--- config.mk ---
export PLATFORM = sky130hd
export DESIGN_NAME = control_unit
export DESIGN_NICKNAME = d
export VERILOG_FILES = /design/src/rtl/cpu_pkg.sv /design/src/rtl/reg_file.sv /design/src/rtl/control_unit.sv
export SDC_FILE = /design/constraint.sdc
export NUM_CORES = 1
export LEC_CHECK = 0
export CAP_MARGIN = 10
export CORE_MARGIN = 3
export CORE_UTILIZATION = 35
export DETAILED_ROUTE_END_ITERATION = 7
export HOLD_SLACK_MARGIN = 0.1
export PLACE_DENSITY = 0.54
export SKIP_CTS_REPAIR_TIMING = 1
export SLEW_MARGIN = 10
export SYNTH_ARGS = -nofsm -noshare
export SYNTH_HDL_FRONTEND = slang
export SYNTH_SLANG_ARGS = --single-unit
--- constraint.sdc ---
create_clock -name clk -period 3.8 [get_ports clk]
set_input_delay 0.76 -clock clk [delete_from_list [all_inputs] [get_ports clk]]
set_output_delay 0.76 -clock clk [all_outputs]
set_load 0.05 [all_outputs]
--- src/rtl/cpu_pkg.sv ---
// Shared widths, instruction field layout, opcodes and FSM states for the
// 4-bit-address, 16-bit-data control unit.
package cpu_pkg;

  localparam int unsigned DATA_W = 16;
  localparam int unsigned ADDR_W = 4;
  localparam int unsigned REG_N  = 8;
  localparam int unsigned REG_AW = 3;
  localparam int unsigned IMM_W  = 8;

  localparam int unsigned OP_MSB  = 15;
  localparam int unsigned OP_LSB  = 12;
  localparam int unsigned RD_MSB  = 11;
  localparam int unsigned RD_LSB  = 9;
  localparam int unsigned RS_MSB  = 8;
  localparam int unsigned RS_LSB  = 6;
  localparam int unsigned IMM_MSB = 7;
  localparam int unsigned IMM_LSB = 0;

  localparam logic [3:0] OP_NOP  = 4'h0;
  localparam logic [3:0] OP_ADDI = 4'h1;
  localparam logic [3:0] OP_ADD  = 4'h2;
  localparam logic [3:0] OP_SUB  = 4'h3;
  localparam logic [3:0] OP_JMP  = 4'h4;
  localparam logic [3:0] OP_HALT = 4'hE;
  localparam logic [3:0] OP_OUT  = 4'hF;

  typedef enum logic [2:0] {
    ST_IDLE     = 3'd0,
    ST_FETCH    = 3'd1,
    ST_EXECUTE  = 3'd2,
    ST_OUT_WAIT = 3'd3,
    ST_HALT     = 3'd4
  } state_e;

  typedef struct packed {
    logic [3:0]        op;
    logic [REG_AW-1:0] rd;
    logic [REG_AW-1:0] rs;
    logic [IMM_W-1:0]  imm;
  } decoded_t;

  // rs and imm overlap in bits [7:6]; each opcode uses only one of them.
  function automatic decoded_t decode(input logic [DATA_W-1:0] inst);
    decoded_t d;
    d.op  = inst[OP_MSB:OP_LSB];
    d.rd  = inst[RD_MSB:RD_LSB];
    d.rs  = inst[RS_MSB:RS_LSB];
    d.imm = inst[IMM_MSB:IMM_LSB];
    return d;
  endfunction

  function automatic logic writes_rd(input logic [3:0] op);
    return (op == OP_ADDI) || (op == OP_ADD) || (op == OP_SUB);
  endfunction

endpackage

--- src/rtl/reg_file.sv ---
// Eight 16-bit registers: two combinational read ports, one synchronous write
// port, r0 hardwired to zero.
module reg_file
  import cpu_pkg::*;
(
  input  logic              clk,
  input  logic              rst_n,
  input  logic [REG_AW-1:0] i_raddr_a,
  input  logic [REG_AW-1:0] i_raddr_b,
  output logic [DATA_W-1:0] o_rdata_a,
  output logic [DATA_W-1:0] o_rdata_b,
  input  logic              i_we,
  input  logic [REG_AW-1:0] i_waddr,
  input  logic [DATA_W-1:0] i_wdata
);

  logic [DATA_W-1:0] r_regs [REG_N];

  // Entry 0 is never written, so it stays at its reset value of zero.
  always_ff @(posedge clk or negedge rst_n) begin
    if (!rst_n) begin
      for (int i = 0; i < REG_N; i++) begin
        r_regs[i] <= '0;
      end
    end else if (i_we) begin
      for (int i = 1; i < REG_N; i++) begin
        if (i_waddr == REG_AW'(i)) begin
          r_regs[i] <= i_wdata;
        end
      end
    end
  end

  always_comb begin
    o_rdata_a = (i_raddr_a == '0) ? '0 : r_regs[i_raddr_a];
    o_rdata_b = (i_raddr_b == '0) ? '0 : r_regs[i_raddr_b];
  end

endmodule

--- src/rtl/control_unit.sv ---
// Multi-cycle fetch/execute controller with a valid/ready output channel
// and a sticky halt state.
module control_unit
  import cpu_pkg::*;
(
  input  logic              clk,
  input  logic              rst_n,
  input  logic              run,
  output logic [ADDR_W-1:0] inst_addr,
  input  logic [DATA_W-1:0] instruction,
  output logic [DATA_W-1:0] out_data,
  output logic              out_valid,
  input  logic              out_ready,
  output logic              halted
);

  state_e            r_state;
  state_e            w_state_d;
  logic [ADDR_W-1:0] r_pc;
  logic [ADDR_W-1:0] w_pc_d;
  logic [DATA_W-1:0] r_ir;
  logic [DATA_W-1:0] w_ir_d;
  logic [DATA_W-1:0] r_out_data;
  logic [DATA_W-1:0] w_out_data_d;
  logic              r_out_valid;
  logic              w_out_valid_d;
  logic              r_halted;
  logic              w_halted_d;

  decoded_t          w_dec;
  logic [DATA_W-1:0] w_rd_val;
  logic [DATA_W-1:0] w_rs_val;
  logic              w_we;
  logic [DATA_W-1:0] w_wdata;
  logic [ADDR_W-1:0] w_pc_inc;

  assign w_dec    = decode(r_ir);
  assign w_pc_inc = r_pc + ADDR_W'(1);

  reg_file u_reg_file (
    .clk       (clk),
    .rst_n     (rst_n),
    .i_raddr_a (w_dec.rd),
    .i_raddr_b (w_dec.rs),
    .o_rdata_a (w_rd_val),
    .o_rdata_b (w_rs_val),
    .i_we      (w_we),
    .i_waddr   (w_dec.rd),
    .i_wdata   (w_wdata)
  );

  // Arithmetic result for the instruction held in IR; wraps modulo 2^16.
  always_comb begin
    w_wdata = '0;
    case (w_dec.op)
      OP_ADDI: w_wdata = w_rd_val + {{(DATA_W - IMM_W){1'b0}}, w_dec.imm};
      OP_ADD:  w_wdata = w_rd_val + w_rs_val;
      OP_SUB:  w_wdata = w_rd_val - w_rs_val;
      default: w_wdata = '0;
    endcase
  end

  always_comb begin
    w_state_d     = r_state;
    w_pc_d        = r_pc;
    w_ir_d        = r_ir;
    w_out_data_d  = r_out_data;
    w_out_valid_d = r_out_valid;
    w_halted_d    = r_halted;
    w_we          = 1'b0;

    case (r_state)
      ST_IDLE: begin
        if (run) begin
          w_state_d = ST_FETCH;
        end
      end

      ST_FETCH: begin
        w_ir_d    = instruction;
        w_state_d = ST_EXECUTE;
      end

      ST_EXECUTE: begin
        if (w_dec.op == OP_OUT) begin
          w_out_data_d  = w_rd_val;
          w_out_valid_d = 1'b1;
          w_state_d     = ST_OUT_WAIT;
        end else if (w_dec.op == OP_HALT) begin
          w_halted_d = 1'b1;
          w_state_d  = ST_HALT;
        end else begin
          w_we      = writes_rd(w_dec.op);
          w_pc_d    = (w_dec.op == OP_JMP) ? w_dec.imm[ADDR_W-1:0] : w_pc_inc;
          w_state_d = run ? ST_FETCH : ST_IDLE;
        end
      end

      ST_OUT_WAIT: begin
        if (out_ready) begin
          w_out_valid_d = 1'b0;
          w_pc_d        = w_pc_inc;
          w_state_d     = run ? ST_FETCH : ST_IDLE;
        end
      end

      ST_HALT: begin
        w_state_d = ST_HALT;
      end

      default: begin
        w_state_d = ST_IDLE;
      end
    endcase
  end

  always_ff @(posedge clk or negedge rst_n) begin
    if (!rst_n) begin
      r_state     <= ST_IDLE;
      r_pc        <= '0;
      r_ir        <= '0;
      r_out_data  <= '0;
      r_out_valid <= 1'b0;
      r_halted    <= 1'b0;
    end else begin
      r_state     <= w_state_d;
      r_pc        <= w_pc_d;
      r_ir        <= w_ir_d;
      r_out_data  <= w_out_data_d;
      r_out_valid <= w_out_valid_d;
      r_halted    <= w_halted_d;
    end
  end

  assign inst_addr = r_pc;
  assign out_data  = r_out_data;
  assign out_valid = r_out_valid;
  assign halted    = r_halted;

endmodule
* Yosys cells after proc, flatten, opt, wreduce, memory -nomap -nowiden *
Cells that the tools add are included.

cells by class
  $add $sub $neg = 4
  multiply operators = 0
  div/mod/pow operators = 0
  magnitude comparators = 2
  eq/ne operators = 22
  shift operators = 0
  muxes and demuxes = 26
  bitwise operators = 3
  reductions and logical operators = 18

operators by type and width
  operator                                       number
  binary-select mux 16 bit (select 3 bit)        2
  2-to-1 mux 16 bit                              6
  one-hot mux 16 bit (3 select lines)            1
  AND reduction 2 bit                            9
  adder 16 bit                                   1
  adder 16 x 8 -> 16 bit                         1
  2-to-1 mux 4 bit                               4
  subtractor 16 bit                              1
  == test 3 bit, second input constant           5
  one-hot mux 3 bit (5 select lines)             1
  == test 3 x 2 -> 1 bit, second input constant  4
  2-to-1 mux 3 bit                               4
  != test 2 bit, second input constant           5
  zero test 3 bit                                3
  == test 4 x 2 -> 1 bit, second input constant  2
  == test 4 bit, second input constant           2
  >= comparator 4 bit, second input constant     2
  inverter 3 -> 4 bit                            2
  one-hot mux 4 bit (2 select lines)             1
  == test 3 x 1 -> 1 bit, second input constant  2
  2-to-1 mux 1 bit                               6
  AND reduction 3 bit                            2
  adder 4 x 1 -> 4 bit, second input constant    1
  == test 4 x 1 -> 1 bit, second input constant  1
  6 further kinds                                7

storage, ports and cells
  flip-flop bits (word level) = 153
  bits in latches = 0
  bits in writable memories = 0
  bits in read-only memories = 0
  input bits = 20
  output and inout port bits = 22
  logic and storage cells = 88
  memories = 0

* Depth between registers and ports, before layout *
  word-level depth = 7
  mapped depth = 21

* Modules after synthesis *
From an unflattened synthesis, not the netlist that was laid out.

unflattened totals
  cell total of the unflattened synthesis = 819
  area, all modules = 9479.1 sq um

modules (own cells, without submodules)
  module        instances  cells an instance  area each (sq um)
  reg_file      1          461                6282.3
  control_unit  1          358                3196.8

* Worst setup path after synthesis *
Ideal clock, no wire load.

  path type = register to register
  from = reg r_ir[6]
  to = reg u_reg_file.r_regs[31] in the netlist's numbering
  library setup time = 0.077 ns
  arrival time = 4.090 ns
  path slack = -0.367 ns
  cell stages (with the launch flop) = 21
  path buffers = 4
  clock period less this slack = 4.167 ns
  path through = dfrtp_1 > buf_4 > nor2b_1 > buf_2 > buf_6 > a221oi_1 > a211oi_1 > nor2_1 > buf_4 > a21oi_1 > xnor2_1 > o21ai_0 > ha_1 > a211oi_1 > nand2_1 > or3_1 > o211a_1 > a31oi_1 > o21ai_0 > xnor3_1 > o21ai_1

between the ends
  cells in the longest elaborated chain, start to end = 7
  elaborated cells between the ends (all ways) = 10
  classes of those cells = add/sub (3); mux (5); bitwise (1); reduce/logical (1)

ends and longest elaborated chain
  element                                                   RTL line                                RTL
  start, declared                                           control_unit.sv:21                      logic [DATA_W-1:0] r_ir;
  start signal, assigned                                    control_unit.sv:128                     r_ir <= w_ir_d;
  inverter 3 -> 4 bit (implied by the code)                 reg_file.sv:36                          o_rdata_b = (i_raddr_b == '0) ? '0 : r_regs[i_raddr_b];
  binary-select mux 16 bit (select 3 bit)                   reg_file.sv:36
  2-to-1 mux 16 bit (implied by the code) (2 in series)     reg_file.sv:36
  2-to-1 mux 16 bit                                         reg_file.sv:36
  subtractor 16 bit / adder 16 bit (equally long branches)  control_unit.sv:58, control_unit.sv:57
  one-hot mux 16 bit (3 select lines) (*)                   control_unit.sv:55                      case (w_dec.op)
  end signal, assigned by index                             reg_file.sv:28                          r_regs[i] <= i_wdata;
  end, declared                                             reg_file.sv:17                          logic [DATA_W-1:0] r_regs [REG_N];

Mark *: on every way between the ends. The rest lies on a longest branch, timed or not. The select of a mux whose other input is x is not followed.
A chain may end at the register's enable or synchronous reset.

* Worst setup path in the final report *
  from = reg r_ir[7]
  to = reg u_reg_file.r_regs[95] in the netlist's numbering

Same word-level chain as after synthesis.

==> impl_metrics.py <==
metrics = {
    "critical_path": {
        "cp.required_ns": 4.15,
        "cp-end-kind": "register",
        "critPathLaunchType": "register",
        "crit_arrival_ns": 4.57,
        "worst-path-max-fanout": 7,
        "critical_path_class": "register to register",
    },
    "logic_synthesis": {
        "yosys_warnings": 16,
        "ys_top_cells_by_area": "dfrtp_1, mux2_2, nand2_1",
        "seq_area_frac_synth_pct": 42.9,
        "synth_common_cells": "dfrtp_1, nand2_1, mux2_2",
        "synthArstFlopShare_pct": 100,
        "synth.top_cell.area_share_pct": 42.9,
        "ys_seq_elements": 153,
        "synth-edff-count": 0,
        "synthFlopType": "dfrtp_1",
        "synth_nets": 906,
        "yosys.cell_count.top_type": "dfrtp_1",
        "syn_inst": 867,
        "synthDominantAreaCellType": "dfrtp_1",
        "syn-cell-area_sq_um": 8930,
        "synth_cell_type_count": 62,
        "syn_avg_cell_area_sq_um": 10.3,
    },
    "grt": {
        "antenna_found_initial": 0,
        "grt_max_degree": 95,
        "grt_pass1_vias": 7280,
        "grt_use_total_pct": 19.5,
        "grt-ovfl-total": 0,
        "grt_pass1_wl_mm": 42.4,
    },
    "min_path": {
        "holdCritPathClass": "primary input to asynchronous set/reset pin",
    },
    "timing": {
        "maxSlewHeadroom_pct": 40.2,
        "clock.fmax_ghz": 0.237,
        "skew_ns": 0.0122,
        "setup_ws_ns": -0.421,
        "worst_slew_pin_slew_ns": 0.897,
        "rsz0062_at_grt": "true",
        "finalHoldViolCount": 0,
        "drv_slew": 0,
        "min_period_ns": 4.22,
        "finalSetupViolations": 63,
        "finalCritPeriodShare_pct": 111,
    },
    "final_layout": {
        "final_core_util_pct": 48.7,
        "fin_cells": 1352,
        "diodes": 0,
        "regArea_sq_um": 3830,
        "fill_cells": 2304,
        "drive_gt1_share_pct": 37.5,
        "finalNetCount": 1054,
        "syn2layout_area_growth_pct": 34.7,
        "multi_input_area_sq_um": 5490,
    },
    "clocking": {
        "root_buffer": "clkbuf_16",
        "clock_latency_ns": 0.43,
        "clock-sinks": 153,
        "cts_buffers": 17,
        "clk_pin_slew_ns": 0.07,
        "clockBufferDepth": 2,
        "h-tree-depth": 4,
        "cts_tree": "built",
    },
    "die": {
        "die-area_sq_um": 27500,
        "core_sq_um": 24700,
        "die_width_um": 166,
        "chipHeight_um": 166,
        "rows": 57,
        "start_util_pct": 36.2,
        "io_pins": 42,
    },
    "detailed_routing": {
        "drc_errors": 0,
        "vias_per_cell": 5.54,
        "wirelength_mm": 27.8,
        "routed.top_layer": "met4",
        "firstDrtPassIters": 5,
        "detail_route.wl_per_cell_um": 20.6,
        "dr_wl_met2_mm": 13.1,
        "drt-initial-drc-count": 570,
        "antenna_left": 0,
        "wl_met3_mm": 1.10,
        "met1Wirelength_mm": 13.2,
        "via_count": 7496,
    },
    "power_and_ir_drop": {
        "irDropWorstVdd_uv": 379,
        "leakagePower_uw": 0.00530,
        "pwr_density_cell_nw_per_um2": 836,
        "finalPower_uw": 10100,
    },
    "outcome": {
        "failed_checks": "setup timing",
        "status": "complete, but fails checks",
    },
    "placement": {
        "portBuffers": 41,
        "place_inst": 1299,
        "dp_hpwl_mm": 18.8,
        "gp_congestion": 0.882,
    },
    "flow_run": {
        "maxCapViolations": 0,
    },
}
## layout by cell type, fill, tap and decap left out, types with 5 or more instances in the layout
cell type and instances:
xnor2_1 12, dfrtp_1 150, nand2b_1 6, or3_1 5
mux2_4 10, o21ai_2 16, clkdlybuf4s50_1 40, inv_1 11
o31ai_1 17, a22oi_1 13, nor3_1 6, clkbuf_16 17
nor2_1 30, nor2b_1 8, o21ai_1 10, xor2_1 9
ha_1 16, a221o_1 5, mux4_2 18, a21o_1 5
mux2_2 76, mux2i_1 28, o31ai_2 18, and3_1 5
a211oi_1 6, o21ai_0 57, o31ai_4 7, a221oi_1 9
nand3_1 10, a221oi_2 7, nand2_1 125, buf_4 128
a21oi_1 24, buf_6 14, mux2_1 6
## layer usage
metal	GRT usage (%)	vias up
met2	31.2	191
met4	4.95	0
met1	27.6	3761
met5	0	-
met3	3.43	35
li1	-	3509
## area by class of cell
type	count	share of cell area, %
Multi-Input combinational cell	643	45.7
Sequential cell	153	31.9
Timing Repair Buffer	188	13.5
Clock buffer	21	3.75
Tap cell	324	3.37
Clock inverter	11	1.42
Inverter	12	0.375
## flip-flops by register name (all words and copies together), names as in the netlist
signal / flops
u_reg_file.r_regs: 112
out_data: 16
r_ir: 16
inst_addr: 4
r_state: 3
halted: 1
out_valid: 1
## kinds of logic after synthesis
group                      Yosys count  share of synthesized area (%)
AOI/OAI and AO/OA                  235                           17.4
xor gates and xnor gates            25                           2.61
adders and majority gates           19                           2.75
buffers and inverters               71                           3.46
DFF                                153                           42.9
muxes                              138                           19.4
and+or+nand+nor                    226                           11.6
## final timing paths
check                                          from                                 to  slack, ns  cells after the start
worst max-delay path            r_ir[7]$_DFFE_PN0P_  u_reg_file.r_regs[95]$_DFFE_PN0P_      -0.42                     20
worst min-delay path                          rst_n           out_data[15]$_DFFE_PN0P_       0.42                      1
worst max register to register  r_ir[7]$_DFFE_PN0P_  u_reg_file.r_regs[95]$_DFFE_PN0P_      -0.42                     20
worst min register to register   halted$_DFFE_PN0P_                 halted$_DFFE_PN0P_       0.45                      1
max in group asynchronous                     rst_n  u_reg_file.r_regs[62]$_DFFE_PN0P_       2.59                      2
min in group clk                 halted$_DFFE_PN0P_                 halted$_DFFE_PN0P_       0.45                      1
## where the power goes
part | switching (uW) | leakage [uW] | total, uW | internal [uW]
logic | 3100 | 0.00293 | 5770 | 2660
registers | 436 | 0.00208 | 2460 | 2030
clock network | 704 | 0.000294 | 1820 | 1120
## worst max-delay path: stages (launching register included)
cell and delay [ns]:
dfrtp_2 0.49, buf_12 0.17, buf_8 0.12, mux2_4 0.30, a22oi_2 0.29, buf_4 0.17
buf_4 0.10, a221o_1 0.22, a21oi_1 0.10, xnor2_1 0.13, nor2_1 0.10, a21oi_1 0.06
ha_2 0.21, a211oi_2 0.19, nand2_1 0.09, or3_1 0.33, o211a_4 0.28, a31oi_4 0.19
o21ai_2 0.09, xnor3_2 0.33, o21ai_1 0.15
## per-stage QoR
| stage | cell area (sq um) | TNS (ns) | hold WS, ns | setup slack, ns |
|---|---|---|---|---|
| global placement | 10600 | -23.66 | 0.443 | -0.404 |
| floorplan | 9060 | -0.355 | 0.459 | -0.0577 |
| finish | 12000 | -17.78 | 0.422 | -0.421 |
| detailed placement | 10600 | -24.83 | 0.447 | -0.445 |
| global route | 12000 | -28.60 | 0.501 | -0.536 |
| CTS | 11200 | -27.21 | 0.461 | -0.467 |
Power figures use the tool's default switching activity.
